[src/rtl/led_pulse_stretcher_pkg.sv]
// -----------------------------------------------------------------------------
// led_pulse_stretcher_pkg
// Shared definitions for the LED pulse stretcher and other board-level blocks:
//   - state encoding for the stretcher FSM
//   - board clock frequency and millisecond-to-cycle conversion constants
// -----------------------------------------------------------------------------
package led_pulse_stretcher_pkg;

    localparam logic [1:0] ST_IDLE = 2'd0;
    localparam logic [1:0] ST_ON   = 2'd1;
    localparam logic [1:0] ST_GAP  = 2'd2;

    typedef enum logic [1:0] {
        S_IDLE = ST_IDLE,
        S_ON   = ST_ON,
        S_GAP  = ST_GAP
    } state_t;

    localparam int CLK_FREQ_HZ      = 25_000_000;
    localparam int CYCLES_PER_MS    = CLK_FREQ_HZ / 1000;
    localparam int DEFAULT_BLINK_MS = 100;
    localparam int DEFAULT_GAP_MS   = 100;

    function automatic int ms_to_cycles(input int ms);
        return ms * CYCLES_PER_MS;
    endfunction

    localparam int DEFAULT_BLINK_CYCLES = DEFAULT_BLINK_MS * CYCLES_PER_MS;
    localparam int DEFAULT_GAP_CYCLES   = DEFAULT_GAP_MS * CYCLES_PER_MS;

endpackage

[src/rtl/led_pulse_stretcher_edge.sv]
// -----------------------------------------------------------------------------
// event_edge_detect
// Rising-edge detector for a signal already synchronous to CLK.
// Ports:
//   CLK   in   system clock
//   RST   in   asynchronous, active-high reset
//   IN    in   level input
//   RISE  out  high for the cycle in which IN is high and was low last cycle
// -----------------------------------------------------------------------------
module event_edge_detect
    import led_pulse_stretcher_pkg::*;
(
    input  logic CLK,
    input  logic RST,
    input  logic IN,
    output logic RISE
);

    logic in_q;

    always_ff @(posedge CLK or posedge RST) begin
        if (RST) begin
            in_q <= 1'b0;
        end else begin
            in_q <= IN;
        end
    end

    assign RISE = IN & ~in_q;

endmodule

[src/rtl/led_pulse_stretcher.sv]
// -----------------------------------------------------------------------------
// led_pulse_stretcher
// Turns short internal events into human-visible LED blinks: each accepted
// event gives ON_CYCLES of LED high followed by OFF_CYCLES of dark gap.
// Events arriving during a blink are queued in a saturating pending counter.
//
// Optional feature macro: LED_PULSE_EVENT_EDGE_EN
//   defined   - an event is the rising edge of EVENT (one per press)
//   undefined - every cycle EVENT is high is a separate event
//
// Ports:
//   CLK      in   system clock
//   RST      in   asynchronous, active-high reset
//   EVENT    in   event request, synchronous to CLK
//   LED      out  stretched pulse, active-high (registered)
//   BUSY     out  high whenever the FSM is not idle (registered)
//   PENDING  out  queued blinks not yet started (registered, saturating)
//
// state  | meaning
// -------+---------------------------------------------------------
// S_IDLE | no blink in progress, waiting for an event
// S_ON   | LED high, timer counting down ON_CYCLES
// S_GAP  | LED low, timer counting down OFF_CYCLES, then next/idle
// -----------------------------------------------------------------------------
module led_pulse_stretcher
    import led_pulse_stretcher_pkg::*;
#(
    parameter int ON_CYCLES  = DEFAULT_BLINK_CYCLES,
    parameter int OFF_CYCLES = DEFAULT_GAP_CYCLES,
    parameter int PEND_WIDTH = 3
) (
    input  logic                  CLK,
    input  logic                  RST,
    input  logic                  EVENT,
    output logic                  LED,
    output logic                  BUSY,
    output logic [PEND_WIDTH-1:0] PENDING
);

    localparam int MAX_CYCLES = (ON_CYCLES > OFF_CYCLES) ? ON_CYCLES : OFF_CYCLES;
    localparam int TW         = $clog2(MAX_CYCLES) + 1;

    // Timer counts down to zero; zero marks the last cycle of the phase.
    localparam logic [TW-1:0]         ON_LOAD  = TW'(ON_CYCLES - 1);
    localparam logic [TW-1:0]         OFF_LOAD = TW'(OFF_CYCLES - 1);
    localparam logic [PEND_WIDTH-1:0] PEND_MAX = '1;

    state_t        state;
    logic [TW-1:0] timer;
    logic          ev;
    logic          timer_done;
    logic          pend_full;
    logic          pend_nonzero;

`ifdef LED_PULSE_EVENT_EDGE_EN
    event_edge_detect u_edge (
        .CLK  (CLK),
        .RST  (RST),
        .IN   (EVENT),
        .RISE (ev)
    );
`else
    assign ev = EVENT;
`endif

    assign timer_done   = (timer == '0);
    assign pend_full    = (PENDING == PEND_MAX);
    assign pend_nonzero = (PENDING != '0);

    always_ff @(posedge CLK or posedge RST) begin
        if (RST) begin
            state   <= S_IDLE;
            LED     <= 1'b0;
            BUSY    <= 1'b0;
            PENDING <= '0;
            timer   <= '0;
        end else begin
            case (state)
                S_IDLE: begin
                    if (ev) begin
                        state <= S_ON;
                        LED   <= 1'b1;
                        BUSY  <= 1'b1;
                        timer <= ON_LOAD;
                    end
                end

                S_ON: begin
                    if (ev && !pend_full) begin
                        PENDING <= PENDING + PEND_WIDTH'(1);
                    end
                    if (timer_done) begin
                        state <= S_GAP;
                        LED   <= 1'b0;
                        timer <= OFF_LOAD;
                    end else begin
                        timer <= timer - TW'(1);
                    end
                end

                S_GAP: begin
                    if (timer_done) begin
                        if (pend_nonzero || ev) begin
                            state <= S_ON;
                            LED   <= 1'b1;
                            timer <= ON_LOAD;
                            // A same-cycle event replaces the dequeued one, so
                            // the count only drops when no event arrives.
                            if (pend_nonzero && !ev) begin
                                PENDING <= PENDING - PEND_WIDTH'(1);
                            end
                        end else begin
                            state <= S_IDLE;
                            BUSY  <= 1'b0;
                        end
                    end else begin
                        timer <= timer - TW'(1);
                        if (ev && !pend_full) begin
                            PENDING <= PENDING + PEND_WIDTH'(1);
                        end
                    end
                end

                default: begin
                    state   <= S_IDLE;
                    LED     <= 1'b0;
                    BUSY    <= 1'b0;
                    PENDING <= '0;
                    timer   <= '0;
                end
            endcase
        end
    end

endmodule
[config.mk]
export PLATFORM = sky130hd
export DESIGN_NAME = led_pulse_stretcher
export DESIGN_NICKNAME = d
export VERILOG_FILES = /design/src/rtl/led_pulse_stretcher_pkg.sv /design/src/rtl/led_pulse_stretcher_edge.sv /design/src/rtl/led_pulse_stretcher.sv
export SDC_FILE = /design/constraint.sdc
export NUM_CORES = 1
export LEC_CHECK = 0
export CAP_MARGIN = 20
export CORE_MARGIN = 3
export CORE_UTILIZATION = 45
export DETAILED_ROUTE_END_ITERATION = 16
export GPL_TIMING_DRIVEN = 0
export PLACE_DENSITY = 0.62
export REMOVE_ABC_BUFFERS = 1
export SLEW_MARGIN = 30
export SYNTH_ARGS = -nofsm -noshare
export SYNTH_HDL_FRONTEND = slang
export SYNTH_SLANG_ARGS = --single-unit
[constraint.sdc]
create_clock -name CLK -period 5.77 [get_ports CLK]
set_input_delay 1.154 -clock CLK [delete_from_list [all_inputs] [get_ports CLK]]
set_output_delay 1.154 -clock CLK [all_outputs]
set_load 0.01 [all_outputs]
==> flow_summary.yaml <==
placement:
  numPortBuffers: 7
  hpwlAfterDp_um: 3260
  dp_slack_ns: 2.20
  place_congestion: 0.835
  numPlacedInstances: 287
clocking:
  cts_buffers: 5
  path_clk_slew_ns: 0.07
  clock-sinks: 30
  cts_tree: "done"
  clock_latency_ns: 0.28
  clk_path_buf_depth: 2
  cts_resized: 0
  hold_buffers: 0
  htree_levels: 2
  post_cts_buffers: 0
  cts_root_buf: "clkbuf_8"
route:
  vias_per_cell: 5.84
  drc_errors: 0
  drt_wl_total_um: 4720
  first_pass_iters: 4
  drtAntennaViolNets: 0
  drtIter0Drc: 173
  vias: 1723
  post_drt_wl_per_cell_um: 16.0
floorplan:
  dieArea_um2: 5290
  ios: 8
  fp.dieH_um: 72.8
  core_area_um2: 4140
  start_util: 0.484
  num_rows: 23
  die_x_um: 72.8
timing:
  setup_violations: 0
  period_needed_ns: 3.29
  hold_viol_final: 0
  rsz0062_at_grt: "false"
  fmax_mhz: 304
  tightest_slew_ns: 0.648
  skew_ns: 0.0101
  fin_crit_sh: 0.570
  tns_ns: 0
  finalWorstSetupSlack_ns: 2.48
  timing.final.max_slew_violations: 0
  slew_headroom: 0.566
critical_path:
  worstPathRequired_ns: 5.93
  crit_family: "simple AND/OR/NAND/NOR gates"
  crit_arrival_ns: 3.45
  critPathMaxFanout: 27
  crit_path_max_incr_delay_ns: 0.59
  worstSetupPathType: "input pin to register"
  crit_path_end_kind: "register"
  critPathBufInv: 1
  path_cells: "clkdlybuf4s50_1 -> or3b_2 -> nor3_1 -> nand3_1 -> o21ai_4 -> or2_2 -> o21ai_0"
  crit_slowest_cell: "clkdlybuf4s50_1"
  start_kind: "input pin"
synthesis:
  synth_cell_types: 47
  yosys_warnings: 0
  syn_area_um2: 2010
  avgSynthCellArea_um2: 8.43
  synth_edf_count: 0
  ys_async_sr_fraction: 1.00
  syn_inst: 238
  ys.flop_type: "dfrtp_1"
  synth-seq-area-share: 0.374
  synth-seq-cells: 30
layout:
  insertedDiodeCount: 0
  final_nets: 256
  syn2layout_area_growth_pct: 10.8
  drive_gt1_frac: 0.0857
  postLayoutCoreUtil: 0.536
  layout.cells.non_filler: 295
global_routing:
  busiest_layer: "met2"
  grt.overflow.total: 0
  met2_usage: 0.297
  use_met3: 0.0386
  grtUsageTotal: 0.192
  grt_use_met1: 0.274
  grt_max_degree: 31
  antenna_found_initial: 0
  grt_pass1_wl_um: 7960
  grt_pass1_vias: 1634
pwr:
  peakVddDrop_v: 0.000184
  p_per_area_nw_per_um2: 441
  fin_total_pwr_uw: 980
  p_leak_nw: 0.903
min_path:
  min_path_type: "register to register"
outcome:
  status: "complete, no violations"
run:
  drv_cap: 0
[metal layers]
metal / wire length [um] / part of all wire / vias to the layer above
met5: 0 / 0 / -
met4: 42 / 0.0089 / 0
met3: 158 / 0.034 / 7
met2: 2160 / 0.46 / 25
met1: 2350 / 0.50 / 815
li1: - / - / 876
[worst register-to-register path, delay by kind of cell, from the launching register on]
family | cells | cell delay [ns]
AND/OR/NAND/NOR | 3 | 1.38
AO/OA/AOI/OAI | 3 | 0.85
flip-flops | 1 | 0.41
adder cells (fa/ha/maj) | 1 | 0.23
buffers and inverters | 1 | 0.09
[state kept, by name (all words and copies together), names as in the netlist]
name	count
LED	1
PENDING	3
BUSY	1
state	2
timer	23
[through the flow]
step	cell area (um^2)	hold slack, ns
detailed placement	2110	0.501
global placement	2110	0.501
floorplan	1970	0.472
finish	2220	0.512
CTS	2220	0.521
global route	2220	0.544
[final timing paths]
path,startpoint,endpoint,slack (ns),depth (start not counted)
min in group asynchronous,RST,timer[3],1.27,2
hold / removal,LED,LED,0.51,1
hold reg to reg,LED,LED,0.51,1
max in group asynchronous,RST,PENDING[0],4.07,2
setup / recovery,EVENT,timer[10],2.48,7
setup reg to reg,timer[0],PENDING[1],2.67,8
[cells in the mapped netlist, drive strengths merged (2+ instances only)]
master	instances	area, um^2
nor2b	2	12.5
nor3	7	35.0
dfrtp	30	751
nor4b	2	17.5
o21ai	21	109
o32a	2	20.0
or2	4	25.0
ha	9	113
a21oi	17	88.8
xnor2	5	43.8
nor2	33	124
o21a	2	15.0
nand2	14	52.6
xor2	2	17.5
or3	6	37.5
o22a	3	26.3
nand3	7	40.0
buf	2	10.0
a31oi	13	81.3
clkbuf	6	22.5
nor4	4	40.0
inv	16	60.1
o31ai	5	37.5
or4	5	37.5
mux2i	2	20.0
nand2b	3	18.8
[logic make-up after synthesis]
family                     count (synthesis)  share of synthesized area
muxes                                      3                     0.0156
adders and majority gates                  9                     0.0561
AOI/OAI and AO/OA                         71                      0.228
and+or+nand+nor                           94                      0.250
DFF                                       30                      0.374
buffers and inverters                     24                     0.0462
xor gates and xnor gates                   7                     0.0306
[power breakdown]
group          internal, mW  switching, mW
logic                 0.167          0.265
clock network         0.127         0.0838
registers             0.269         0.0688
total                 0.562          0.418
[layout by cell type, fill, tap and decap left out, types with 2 or more instances in the layout]
| cell type | netlist | routed |
|---|---|---|
| a21oi_1 | 16 | 16 |
| a31oi_1 | 13 | 13 |
| clkbuf_8 | 0 | 5 |
| clkdlybuf4s50_1 | 0 | 7 |
| clkinv_2 | 0 | 2 |
| dfrtp_1 | 30 | 30 |
| ha_1 | 9 | 9 |
| inv_1 | 16 | 15 |
| mux2i_1 | 2 | 2 |
| nand2_1 | 14 | 14 |
| nand2b_1 | 3 | 3 |
| nand3_1 | 6 | 6 |
| nor2_1 | 33 | 33 |
| nor2b_1 | 2 | 2 |
| nor3_1 | 7 | 7 |
| nor4_1 | 3 | 3 |
| nor4b_1 | 2 | 2 |
| o21a_1 | 2 | 2 |
| o21ai_0 | 18 | 18 |
| o21ai_1 | 2 | 2 |
| o22a_1 | 3 | 3 |
| o31ai_1 | 5 | 5 |
| o32a_1 | 2 | 2 |
| or2_2 | 4 | 4 |
| or3_1 | 6 | 6 |
| or4_1 | 5 | 5 |
| xnor2_1 | 5 | 5 |
| xor2_1 | 2 | 2 |
[layout make-up]
| type | instances | area [um^2] |
|---|---|---|
| Clock inverter | 3 | 40.0 |
| Multi-Input combinational cell | 184 | 1170 |
| Inverter | 16 | 60.1 |
| Timing Repair Buffer | 7 | 70.1 |
| Fill cell | 418 | 1920 |
| Clock buffer | 5 | 68.8 |
| Tap cell | 50 | 62.6 |
| Sequential cell | 30 | 751 |
Power figures use the tool's default switching activity.
